### config.mk
export PLATFORM = sky130hd
export DESIGN_NAME = cga_mac_ptseq
export DESIGN_NICKNAME = d
export VERILOG_FILES = /design/src/rtl/cga_mac_pkg.sv /design/src/rtl/cga_mac_ptseq_chk.sv /design/src/rtl/cga_mac_ptseq.sv
export SDC_FILE = /design/constraint.sdc
export NUM_CORES = 1
export LEC_CHECK = 0
export CORE_MARGIN = 2
export CORE_UTILIZATION = 50
export CTS_CLUSTER_DIAMETER = 80
export DETAILED_ROUTE_END_ITERATION = 6
export PLACE_DENSITY = 0.86
export SLEW_MARGIN = 30
export SYNTH_ARGS = -nofsm -noshare
export SYNTH_HDL_FRONTEND = slang
export SYNTH_SLANG_ARGS = --single-unit
export TNS_END_PERCENT = 1
### constraint.sdc
create_clock -name MCLK -period 4.4 [get_ports MCLK]
set_input_delay 0.66 -clock MCLK [delete_from_list [all_inputs] [get_ports MCLK]]
set_output_delay 0.66 -clock MCLK [all_outputs]
set_load 0.01 [all_outputs]
### src/rtl/cga_mac_pkg.sv
// Shared constants for the CGA MAC page-table walk sequencer: state encoding,
// access/fault encodings, PTE and PCR field positions.
package cga_mac_pkg;

  typedef enum logic [2:0] {
    IDLE  = 3'd0,
    RD    = 3'd1,
    CHK   = 3'd2,
    WR    = 3'd3,
    DONE  = 3'd4,
    FAULT = 3'd5
  } state_t;

  localparam logic [1:0] ACC_READ  = 2'b00;
  localparam logic [1:0] ACC_WRITE = 2'b01;
  localparam logic [1:0] ACC_FETCH = 2'b10;

  localparam logic [1:0] FLT_NONE = 2'b00;
  localparam logic [1:0] FLT_PAGE = 2'b01;
  localparam logic [1:0] FLT_PROT = 2'b10;

  // Outcome class of a PTE check
  localparam logic [1:0] CLS_DONE  = 2'd0;
  localparam logic [1:0] CLS_WR    = 2'd1;
  localparam logic [1:0] CLS_FAULT = 2'd2;

  localparam int PTE_WPM     = 15;
  localparam int PTE_RPM     = 14;
  localparam int PTE_FPM     = 13;
  localparam int PTE_WIP     = 12;
  localparam int PTE_PGU     = 11;
  localparam int PTE_RING_HI = 10;
  localparam int PTE_RING_LO = 9;
  localparam int PTE_PPN_HI  = 8;

  localparam int PCR_RING_HI = 1;
  localparam int PCR_RING_LO = 0;

  // Fetches always walk the normal table; data accesses may pick the alternate one.
  function automatic logic [3:0] pt_table(input logic [15:0] pcr, input logic usealt,
                                          input logic [1:0] acc);
    if (usealt && acc != ACC_FETCH)
      return {pcr[12:11], pcr[8:7]};
    else
      return {pcr[14:13], pcr[10:9]};
  endfunction

endpackage

### src/rtl/cga_mac_ptseq_chk.sv
// Combinational PTE evaluation: fault/protection checks, write-back decision
// and the PTE image with usage bits set.
module cga_mac_ptseq_chk
  import cga_mac_pkg::*;
(
  input  logic [15:0] pte,
  input  logic [1:0]  acc,
  input  logic [1:0]  ring,
  output logic [1:0]  cls,
  output logic [1:0]  fltcode,
  output logic [15:0] pte_upd
);

  logic perm_ok;

  always_comb begin
    perm_ok = pte[PTE_RPM];
    if (acc == ACC_WRITE)
      perm_ok = pte[PTE_WPM];
    else if (acc == ACC_FETCH)
      perm_ok = pte[PTE_FPM];

    pte_upd          = pte;
    pte_upd[PTE_PGU] = 1'b1;
    if (acc == ACC_WRITE)
      pte_upd[PTE_WIP] = 1'b1;

    cls     = CLS_DONE;
    fltcode = FLT_NONE;
    if (!(pte[PTE_WPM] | pte[PTE_RPM] | pte[PTE_FPM])) begin
      cls     = CLS_FAULT;
      fltcode = FLT_PAGE;
    end else if (ring < pte[PTE_RING_HI:PTE_RING_LO]) begin
      cls     = CLS_FAULT;
      fltcode = FLT_PROT;
    end else if (!perm_ok) begin
      cls     = CLS_FAULT;
      fltcode = FLT_PROT;
    end else if (!pte[PTE_PGU] || (acc == ACC_WRITE && !pte[PTE_WIP])) begin
      cls = CLS_WR;
    end
  end

endmodule

### src/rtl/cga_mac_ptseq.sv
// Page-table walk sequencer: reads the PTE, checks it, writes back usage bits
// when needed and returns the physical address or a fault code.
module cga_mac_ptseq
  import cga_mac_pkg::*;
(
  input  logic        MCLK,
  input  logic        RESETN,
  input  logic        MREQ,
  input  logic [15:0] LA_15_0,
  input  logic [1:0]  ACC_1_0,
  input  logic        USEALT,
  input  logic [15:0] PCR_15_0,
  input  logic [7:0]  SEG_7_0,
  output logic        MACK,
  output logic        MFLT,
  output logic [1:0]  FLTCODE_1_0,
  output logic [18:0] PA_18_0,
  output logic        PTREQ,
  output logic        PTWE,
  output logic [17:0] PTADDR_17_0,
  output logic [15:0] PTDO_15_0,
  input  logic [15:0] PTDI_15_0,
  input  logic        PTACK
);

  state_t      state_reg;
  logic [9:0]  offset_reg;
  logic [1:0]  acc_reg;
  logic [1:0]  ring_reg;
  logic [15:0] pte_reg;

  logic [1:0]  chk_cls;
  logic [1:0]  chk_code;
  logic [15:0] chk_pte;

  cga_mac_ptseq_chk u_chk (
    .pte     (pte_reg),
    .acc     (acc_reg),
    .ring    (ring_reg),
    .cls     (chk_cls),
    .fltcode (chk_code),
    .pte_upd (chk_pte)
  );

  // PTADDR is formed once at acceptance so later PCR/SEG changes cannot leak in.
  always_ff @(posedge MCLK or negedge RESETN) begin
    if (!RESETN) begin
      state_reg   <= IDLE;
      offset_reg  <= '0;
      acc_reg     <= ACC_READ;
      ring_reg    <= '0;
      pte_reg     <= '0;
      MACK        <= 1'b0;
      MFLT        <= 1'b0;
      FLTCODE_1_0 <= FLT_NONE;
      PA_18_0     <= '0;
      PTREQ       <= 1'b0;
      PTWE        <= 1'b0;
      PTADDR_17_0 <= '0;
      PTDO_15_0   <= '0;
    end else begin
      case (state_reg)
        IDLE: begin
          if (MREQ) begin
            offset_reg  <= LA_15_0[9:0];
            acc_reg     <= ACC_1_0;
            ring_reg    <= PCR_15_0[PCR_RING_HI:PCR_RING_LO];
            PTADDR_17_0 <= {SEG_7_0, pt_table(PCR_15_0, USEALT, ACC_1_0), LA_15_0[15:10]};
            PTREQ       <= 1'b1;
            PTWE        <= 1'b0;
            state_reg   <= RD;
          end
        end
        RD: begin
          if (PTACK) begin
            pte_reg   <= PTDI_15_0;
            PTREQ     <= 1'b0;
            state_reg <= CHK;
          end
        end
        CHK: begin
          if (chk_cls == CLS_FAULT) begin
            MACK        <= 1'b1;
            MFLT        <= 1'b1;
            FLTCODE_1_0 <= chk_code;
            PA_18_0     <= '0;
            state_reg   <= FAULT;
          end else if (chk_cls == CLS_WR) begin
            PTREQ     <= 1'b1;
            PTWE      <= 1'b1;
            PTDO_15_0 <= chk_pte;
            state_reg <= WR;
          end else begin
            MACK      <= 1'b1;
            PA_18_0   <= {pte_reg[PTE_PPN_HI:0], offset_reg};
            state_reg <= DONE;
          end
        end
        WR: begin
          if (PTACK) begin
            PTREQ     <= 1'b0;
            PTWE      <= 1'b0;
            MACK      <= 1'b1;
            PA_18_0   <= {pte_reg[PTE_PPN_HI:0], offset_reg};
            state_reg <= DONE;
          end
        end
        default: begin
          MACK        <= 1'b0;
          MFLT        <= 1'b0;
          FLTCODE_1_0 <= FLT_NONE;
          PA_18_0     <= '0;
          state_reg   <= IDLE;
        end
      endcase
    end
  end

endmodule
==> results by group, run 1 <==
Cells and area
  – Largest Register: PA_18_0
  – Fill count: 519
  – Antenna cells: 0
  – Layout cell share with drive strength beyond 1: ~7.9%
  – Max reg flops: 19
  – Commonest non-fill, non-tap cell in the layout: clkdlybuf4s50_1
  – Register area: 2300 um2
  – Biggest regs: PA_18_0: 19 flops, PTADDR_17_0: 18 flops
  – Nets: 481
  – Most frequent cells in the layout: clkdlybuf4s50_1, dfrtp_1, mux2_1, inv_1, o21ai_1
  – Layout area overhead: 37.2%
  – Area occupied by multi-input gates: 1300 um2
  – Non-filler cells, final: 517

Timing
  – Setup Skew: about 0.0097 ns
  – Final critical path time including I/O delays and setup: 2.97 ns
  – Setup violations, final: 0
  – Post-route clock period utilization: 67.5%
  – Worst hold slack: about 0.37 ns
  – Setup_tns: 0 ns
  – Relative slew margins: 41.5%
  – Slew Viols, Final: 0
  – Worst Tran Pin Value: 0.878 ns
  – RSZ-0062 raised after global routing: false
  – Fmax: around 0.34 GHz
  – Endpoints failing hold: 0

CTS
  – Post-CTS Resized: 0
  – CTS tree: done
  – Clk root buf: clkbuf_8
  – Depth of the CTS H-tree: 3
  – Worst skew pair latency: 0.35 ns
  – CTS Sinks: 92
  – CTS Buffer Depth: 2
  – CTS Buf Count: 9
  – Setup Fix Bufs, Post-CTS: 0
  – Hold bufs inserted after CTS: 0
  – Reg clk slew, reported paths: 0.09 ns

Place
  – DP Wirelength: 5.36 mm
  – Port-buffer cells: roughly 120
  – Placer Congestion: 0.825
  – Placed cell count: between 500 and 600

Global route
  – Total grt overflow: 0
  – GRT Util Overall: 19.5%
  – Vias in the first global route: 2673
  – Largest net degree at the start of global routing: 65
  – Initial antenna violation count: 0
  – First-pass GRT wire length: around 13 mm

Detailed routing
  – Number of nets with antenna violations after routing: 0
  – Wire length per cell: 15.0 um
  – Iteration-0 DRC Markers: 90
  – DRC: 0
  – Pre-antenna DRT Iters: 4
  – Vias: 2624
  – Vias per cell: 5.08
  – Final WL: 7.74 mm

Pwr
  – Pleak: approximately 2.3 nW
  – P per Cell Area: 684 nW/um2
  – Maximum VDD drop: 0.000366 V

Floorplanning
  – Die height: 91.3 um
  – Starting Density: 52.0%
  – # rows: 31
  – Ports: 122
  – Full die area: 8330 um2
  – Core area: 7330 um2
  – Chip width: between 90 and 100 um

Synth
  – Yosys warns: 0
  – Synthesized flop and latch total: 92
  – Post-synth net total: 365
  – Mapped Area: 3810 um2
  – Syn Area/Cell: between 10 and 15 um2
  – Post-synthesis instance total: 298
  – Synth cell types: 34
  – Sequential-to-total area share from yosys stat: 60.4%

Worst setup path
  – CP Launch Type: flop
  – Max incr delay on CP: between 0.7 and 0.8 ns
  – Cell breakdown of the critical path: inv_1 -> ha_1 -> a21oi_1 -> a311oi_1 -> and2_1 -> ha_1 -> and2_1 -> mux2_1
  – CP Data Required Time: 4.64 ns
  – CP Data Arrival Time: 3.21 ns
  – Critical path class: reg2reg
  – Crit end category: flop
  – Slowest CP cell: and2_1
  – Maximum fanout along the worst path: 17

Min path
  – Worst Hold Class: in2async

Job
  – Max_cap viols: 0

Run status
  – Status: complete, no violations
[cell type report]
| type | count | share of cell area (%) |
|---|---|---|
| timing repair buffer | 119 | 22.6 |
| inverter | 28 | 2.01 |
| tap | 99 | 2.37 |
| sequential | 92 | 44.1 |
| clock buffer | 11 | 2.71 |
| multi-input combinational | 164 | 24.9 |
| clock inverter | 4 | 1.41 |
[worst max-delay path: cells and delay by family, from the launching register on]
family / cells / cell delay [ns]
buf+inv: 1 / 0.07
flops: 1 / 0.36
mux: 1 / 0.39
simple gates: 2 / 0.96
compound gates: 2 / 0.62
fa+ha+maj: 2 / 0.44
[power by group]
| part | switching (mW) | total [mW] | internal, mW |
|---|---|---|---|
| Combinational | 0.688 | 1.48 | 0.794 |
| Sequential | 0.251 | 1.47 | 1.22 |
| Clock | 0.284 | 0.617 | 0.333 |
[through the flow]
stage          total power, mW  worst slack (ns)  instance area, um2  utilization, %
6_report                  3.57              1.43                5220            71.3
3_3_place_gp              2.92              1.50                5010            68.3
2_1_floorplan             2.32              2.00                3810               -
5_1_grt                   3.82              1.19                5220            71.3
4_1_cts                   3.61              1.38                5220            71.3
3_5_place_dp              2.99              1.45                5010            68.3
[cell usage after synthesis (all sizes together)]
cell type  count  area share (%)
buf           14             3.1
and2           2            0.33
nand2b         4            0.66
mux2          56              17
a311oi         1            0.23
a211oi         4             1.1
or2            2            0.33
nand3         20             2.6
and3           1            0.16
a22o           1            0.23
dfrtp         92              60
a21oi         10             1.3
nor3           3            0.69
nor2b          3            0.49
inv           28             2.8
o22ai          1            0.16
o21ai         26             3.4
nor4b          1            0.23
nand2          8            0.79
nor3b          1            0.33
nor2           9            0.89
o31ai          2            0.53
mux2i          5             1.3
ha             4             1.3
[kinds of logic after synthesis]
family	share of synthesized area, %
buffers and inverters	5.85
AO/OA/AOI/OAI	7.00
flip-flops	60.4
adder cells (fa/ha/maj)	1.31
AND/OR/NAND/NOR	7.52
multiplexers	17.9
[per-layer routing]
metal | global-route usage, % | vias to the layer above | wire, um
met3 | 5.73 | 8 | 547
li1 | - | 1246 | -
met1 | 26.2 | 1268 | 3540
met4 | 5.68 | 0 | 72
met2 | 31.0 | 102 | 3570
met5 | 0 | - | 0
[final timing paths]
check	from	endpoint	slack, ns	depth (start not counted)
min	RESETN	PTADDR_17_0[0]	0.37	1
max reg2reg	pte_reg[10]	PTDO_15_0[10]	1.43	8
min in group MCLK	PTDO_15_0[11]	PTDO_15_0[11]	0.49	1
max	pte_reg[10]	PTDO_15_0[10]	1.43	8
max in group asynchronous	RESETN	pte_reg[8]	3.18	2
min reg2reg	PTDO_15_0[11]	PTDO_15_0[11]	0.49	1
Note: power is estimated with default switching activity, not from simulation.
==> inputs of run 2 (changes only) <==
--- a/config.mk
+++ b/config.mk
@@ -6,10 +6,10 @@
 export NUM_CORES = 1
 export LEC_CHECK = 0
 export CORE_MARGIN = 2
-export CORE_UTILIZATION = 50
+export CORE_UTILIZATION = 42
 export CTS_CLUSTER_DIAMETER = 80
 export DETAILED_ROUTE_END_ITERATION = 6
-export PLACE_DENSITY = 0.86
+export PLACE_DENSITY = 0.77
 export SLEW_MARGIN = 30
 export SYNTH_ARGS = -nofsm -noshare
 export SYNTH_HDL_FRONTEND = slang
==> constraint.sdc (replaced) <==
create_clock -name MCLK -period 2.7 [get_ports MCLK]
set_input_delay 0.405 -clock MCLK [delete_from_list [all_inputs] [get_ports MCLK]]
set_output_delay 0.405 -clock MCLK [all_outputs]
set_load 0.01 [all_outputs]
==> run 2 against run 1 <==
Clock skew rose by 0.0025 ns. Flip-flop and latch count did not move. Non-clock buffer count rose by 7. Setup slack got worse by 1.1 ns. Global-route usage fell by 2.3 points. Sequential share of layout area fell by 0.54 points. Critical path type unchanged. Sequential power rose by 63%. Highest routed layer unchanged.
==> results by group, run 2 (synthesis gave the netlist of run 1 again) <==
Timing
  – Endpoints failing hold: 0 (unchanged)
  – Relative slew margins: 57.4% (+16 points)
  – Post-route clock period utilization: 87.9% (+20 points)
  – Setup Skew: 0.0121 ns (+0.00248 ns)
  – Worst Tran Pin Value: 0.640 ns (-0.238 ns)
  – Setup_tns: 0 ns (unchanged)
  – Setup violations, final: 0 (unchanged)
  – RSZ-0062 raised after global routing: false
  – Final critical path time including I/O delays and setup: 2.37 ns (-0.597 ns)
  – Fmax: 0.422 GHz (+25%)
  – Final setup margin: 0.328 ns (-1.10 ns)
  – Slew Viols, Final: 0 (unchanged)

CTS
  – CTS Sinks: 92 (unchanged)
  – Setup Fix Bufs, Post-CTS: 0 (unchanged)
  – Reg clk slew, reported paths: 0.09 ns (about the same)
  – CTS Buffer Depth: 2 (unchanged)
  – Clk root buf: clkbuf_8
  – Post-CTS Resized: 0 (unchanged)
  – Worst skew pair latency: 0.35 ns (about the same)
  – Depth of the CTS H-tree: 3 (unchanged)
  – CTS tree: done
  – Hold bufs inserted after CTS: 0 (unchanged)
  – CTS Buf Count: 9 (unchanged)

Global route
  – GRT Util Overall: 17.2% (-2.3 points)
  – Largest net degree at the start of global routing: 50 (-23%)
  – First-pass GRT wire length: 13.4 mm (+3.8%)
  – Vias in the first global route: 2695 (+0.82%)
  – Total grt overflow: 0 (unchanged)
  – Initial antenna violation count: 0 (unchanged)

Worst setup path
  – Critical path class: reg2reg
  – Crit end category: flop
  – Maximum fanout along the worst path: 15 (-2)
  – CP Data Required Time: 2.98 ns (-1.66 ns)
  – CP Data Arrival Time: 2.65 ns (-0.56 ns)
  – CP Launch Type: flop

Detailed routing
  – Pre-antenna DRT Iters: 4 (unchanged)
  – DRC: 0 (unchanged)
  – Number of nets with antenna violations after routing: 0 (unchanged)
  – Vias: 2636 (+0.46%)
  – Vias per cell: 4.95 (-2.6%)
  – Final WL: 8.02 mm (+3.7%)
  – Iteration-0 DRC Markers: 45 (-50%)
  – Wire length per cell: 15.1 um (+0.60%)

Place
  – Placer Congestion: 0.743 (-9.9%)
  – Dpl cell area: 5120 um2 (+2.3%)
  – Placed cell count: 518 (+3.2%)
  – Port-buffer cells: 115 (unchanged)
  – Setup WS pre-CTS: 0.356 ns (-1.09 ns)
  – DP Wirelength: 5.69 mm (+6.2%)

Cells and area
  – Area occupied by multi-input gates: 1300 um2 (unchanged)
  – Max reg flops: 19 (unchanged)
  – Util after Layout: 60.4% (-11 points)
  – Final Cell Area: 5290 um2 (+1.2%)
  – Most frequent cells in the layout: clkdlybuf4s50_1, dfrtp_1, mux2_1, inv_1, o21ai_1
  – Fill count: 738 (+42%)
  – Non-filler cells, final: 533 (+3.1%)
  – Layout cell share with drive strength beyond 1: 9.41% (+1.5 points)
  – Largest Register: PA_18_0
  – Register area: 2300 um2 (unchanged)
  – Antenna cells: 0 (unchanged)
  – Nets: 488 (+1.5%)
  – Layout area overhead: 38.9%
  – Biggest regs: PA_18_0: 19 flops, PTADDR_17_0: 18 flops
  – Commonest non-fill, non-tap cell in the layout: clkdlybuf4s50_1

Floorplanning
  – Full die area: 9850 um2 (+18%)
  – Die height: 99.2 um (+8.7%)
  – Core area: 8760 um2 (+20%)
  – Starting Density: 43.5% (-8.5 points)
  – # rows: 34 (+9.7%)
  – Ports: 122 (unchanged)
  – Chip width: 99.2 um (+8.7%)

Job
  – Max_cap viols: 0 (unchanged)

Pwr
  – Reg power frac: 41.3% (about the same)
  – Clock share of power: 14.0% (-3.3 points)
  – Maximum VDD drop: 0.000539 V (+47%)
  – Sw frac: 35.1% (+0.83 points)
  – P per Cell Area: 1100 nW/um2 (+60%)
  – Pleak: 2.27 nW (+0.51%)
  – Net Switching: 2.03 mW (+66%)
  – Internal power: 3.76 mW (+60%)
  – Comb power frac: 44.6% (+3.1 points)

Run status
  – Status: complete, no violations

Min path
  – Worst Hold Class: in2async
[run 2: cell count changes in the layout (fill, tap and decap cells not counted), sizes merged]
cell	previous run	this run
inv	28	29
clkbuf	11	10
clkinv	2	0
clkinvlp	0	4
buf	5	12
bufinv	2	0
[run 2: power by group through the flow]
stage | clock network (mW) | logic (mW) | registers [mW]
3_5_place_dp | 0 | 2.63 | 2.42
6_report | 0.812 | 2.59 | 2.40
2_1_floorplan | 0 | 1.31 | 2.47
3_3_place_gp | 0 | 2.56 | 2.38
5_1_grt | 0.902 | 2.84 | 2.49
4_1_cts | 0.847 | 2.64 | 2.40
[run 2: per-stage QoR]
stage          hold WS [ns]  power, mW
6_report             0.0666       5.79
5_1_grt              0.0993       6.24
4_1_cts              0.0739       5.88
3_5_place_dp          0.458       5.05
3_3_place_gp          0.447       4.95
2_1_floorplan         0.109       3.78
[run 2: worst paths after layout]
path,endpoint,from,slack (ns),cells after the start
max,PA_18_0[5],ring_reg[1],0.33,11
min,PTADDR_17_0[1],RESETN,0.07,1
max reg2reg,PA_18_0[5],ring_reg[1],0.33,11
min reg2reg,PTDO_15_0[11],PTDO_15_0[11],0.48,1
max in group asynchronous,state_reg[1],RESETN,1.94,2
min in group MCLK,PTDO_15_0[11],PTDO_15_0[11],0.48,1
[run 2: layout make-up]
class | count | area share [%]
timing repair buffer | 126 | 24.2
clock buffer | 10 | 2.41
clock inverter | 5 | 0.733
tap | 108 | 2.56
inverter | 28 | 1.99
sequential | 92 | 43.5
multi-input combinational | 164 | 24.6
[run 2: worst max-delay path: stages, from the launching register on]
cell and delay, ns:
dfrtp_1 0.40, ha_1 0.30, a21oi_1 0.16, a311oi_1 0.06, buf_4 0.16, and2_1 0.15
ha_1 0.20, nor2b_1 0.16, o31ai_4 0.26, buf_4 0.25, nand3_1 0.11, o21ai_1 0.08
[run 2: routing by layer]
metal / vias to the layer above / share of wire, % / global-route usage (%)
li1: 1265 / - / -
met2: 85 / 47 / 28.3
met5: - / 0 / 0
met4: 0 / 0.87 / 3.48
met1: 1279 / 46 / 22.7
met3: 7 / 6.7 / 5.48
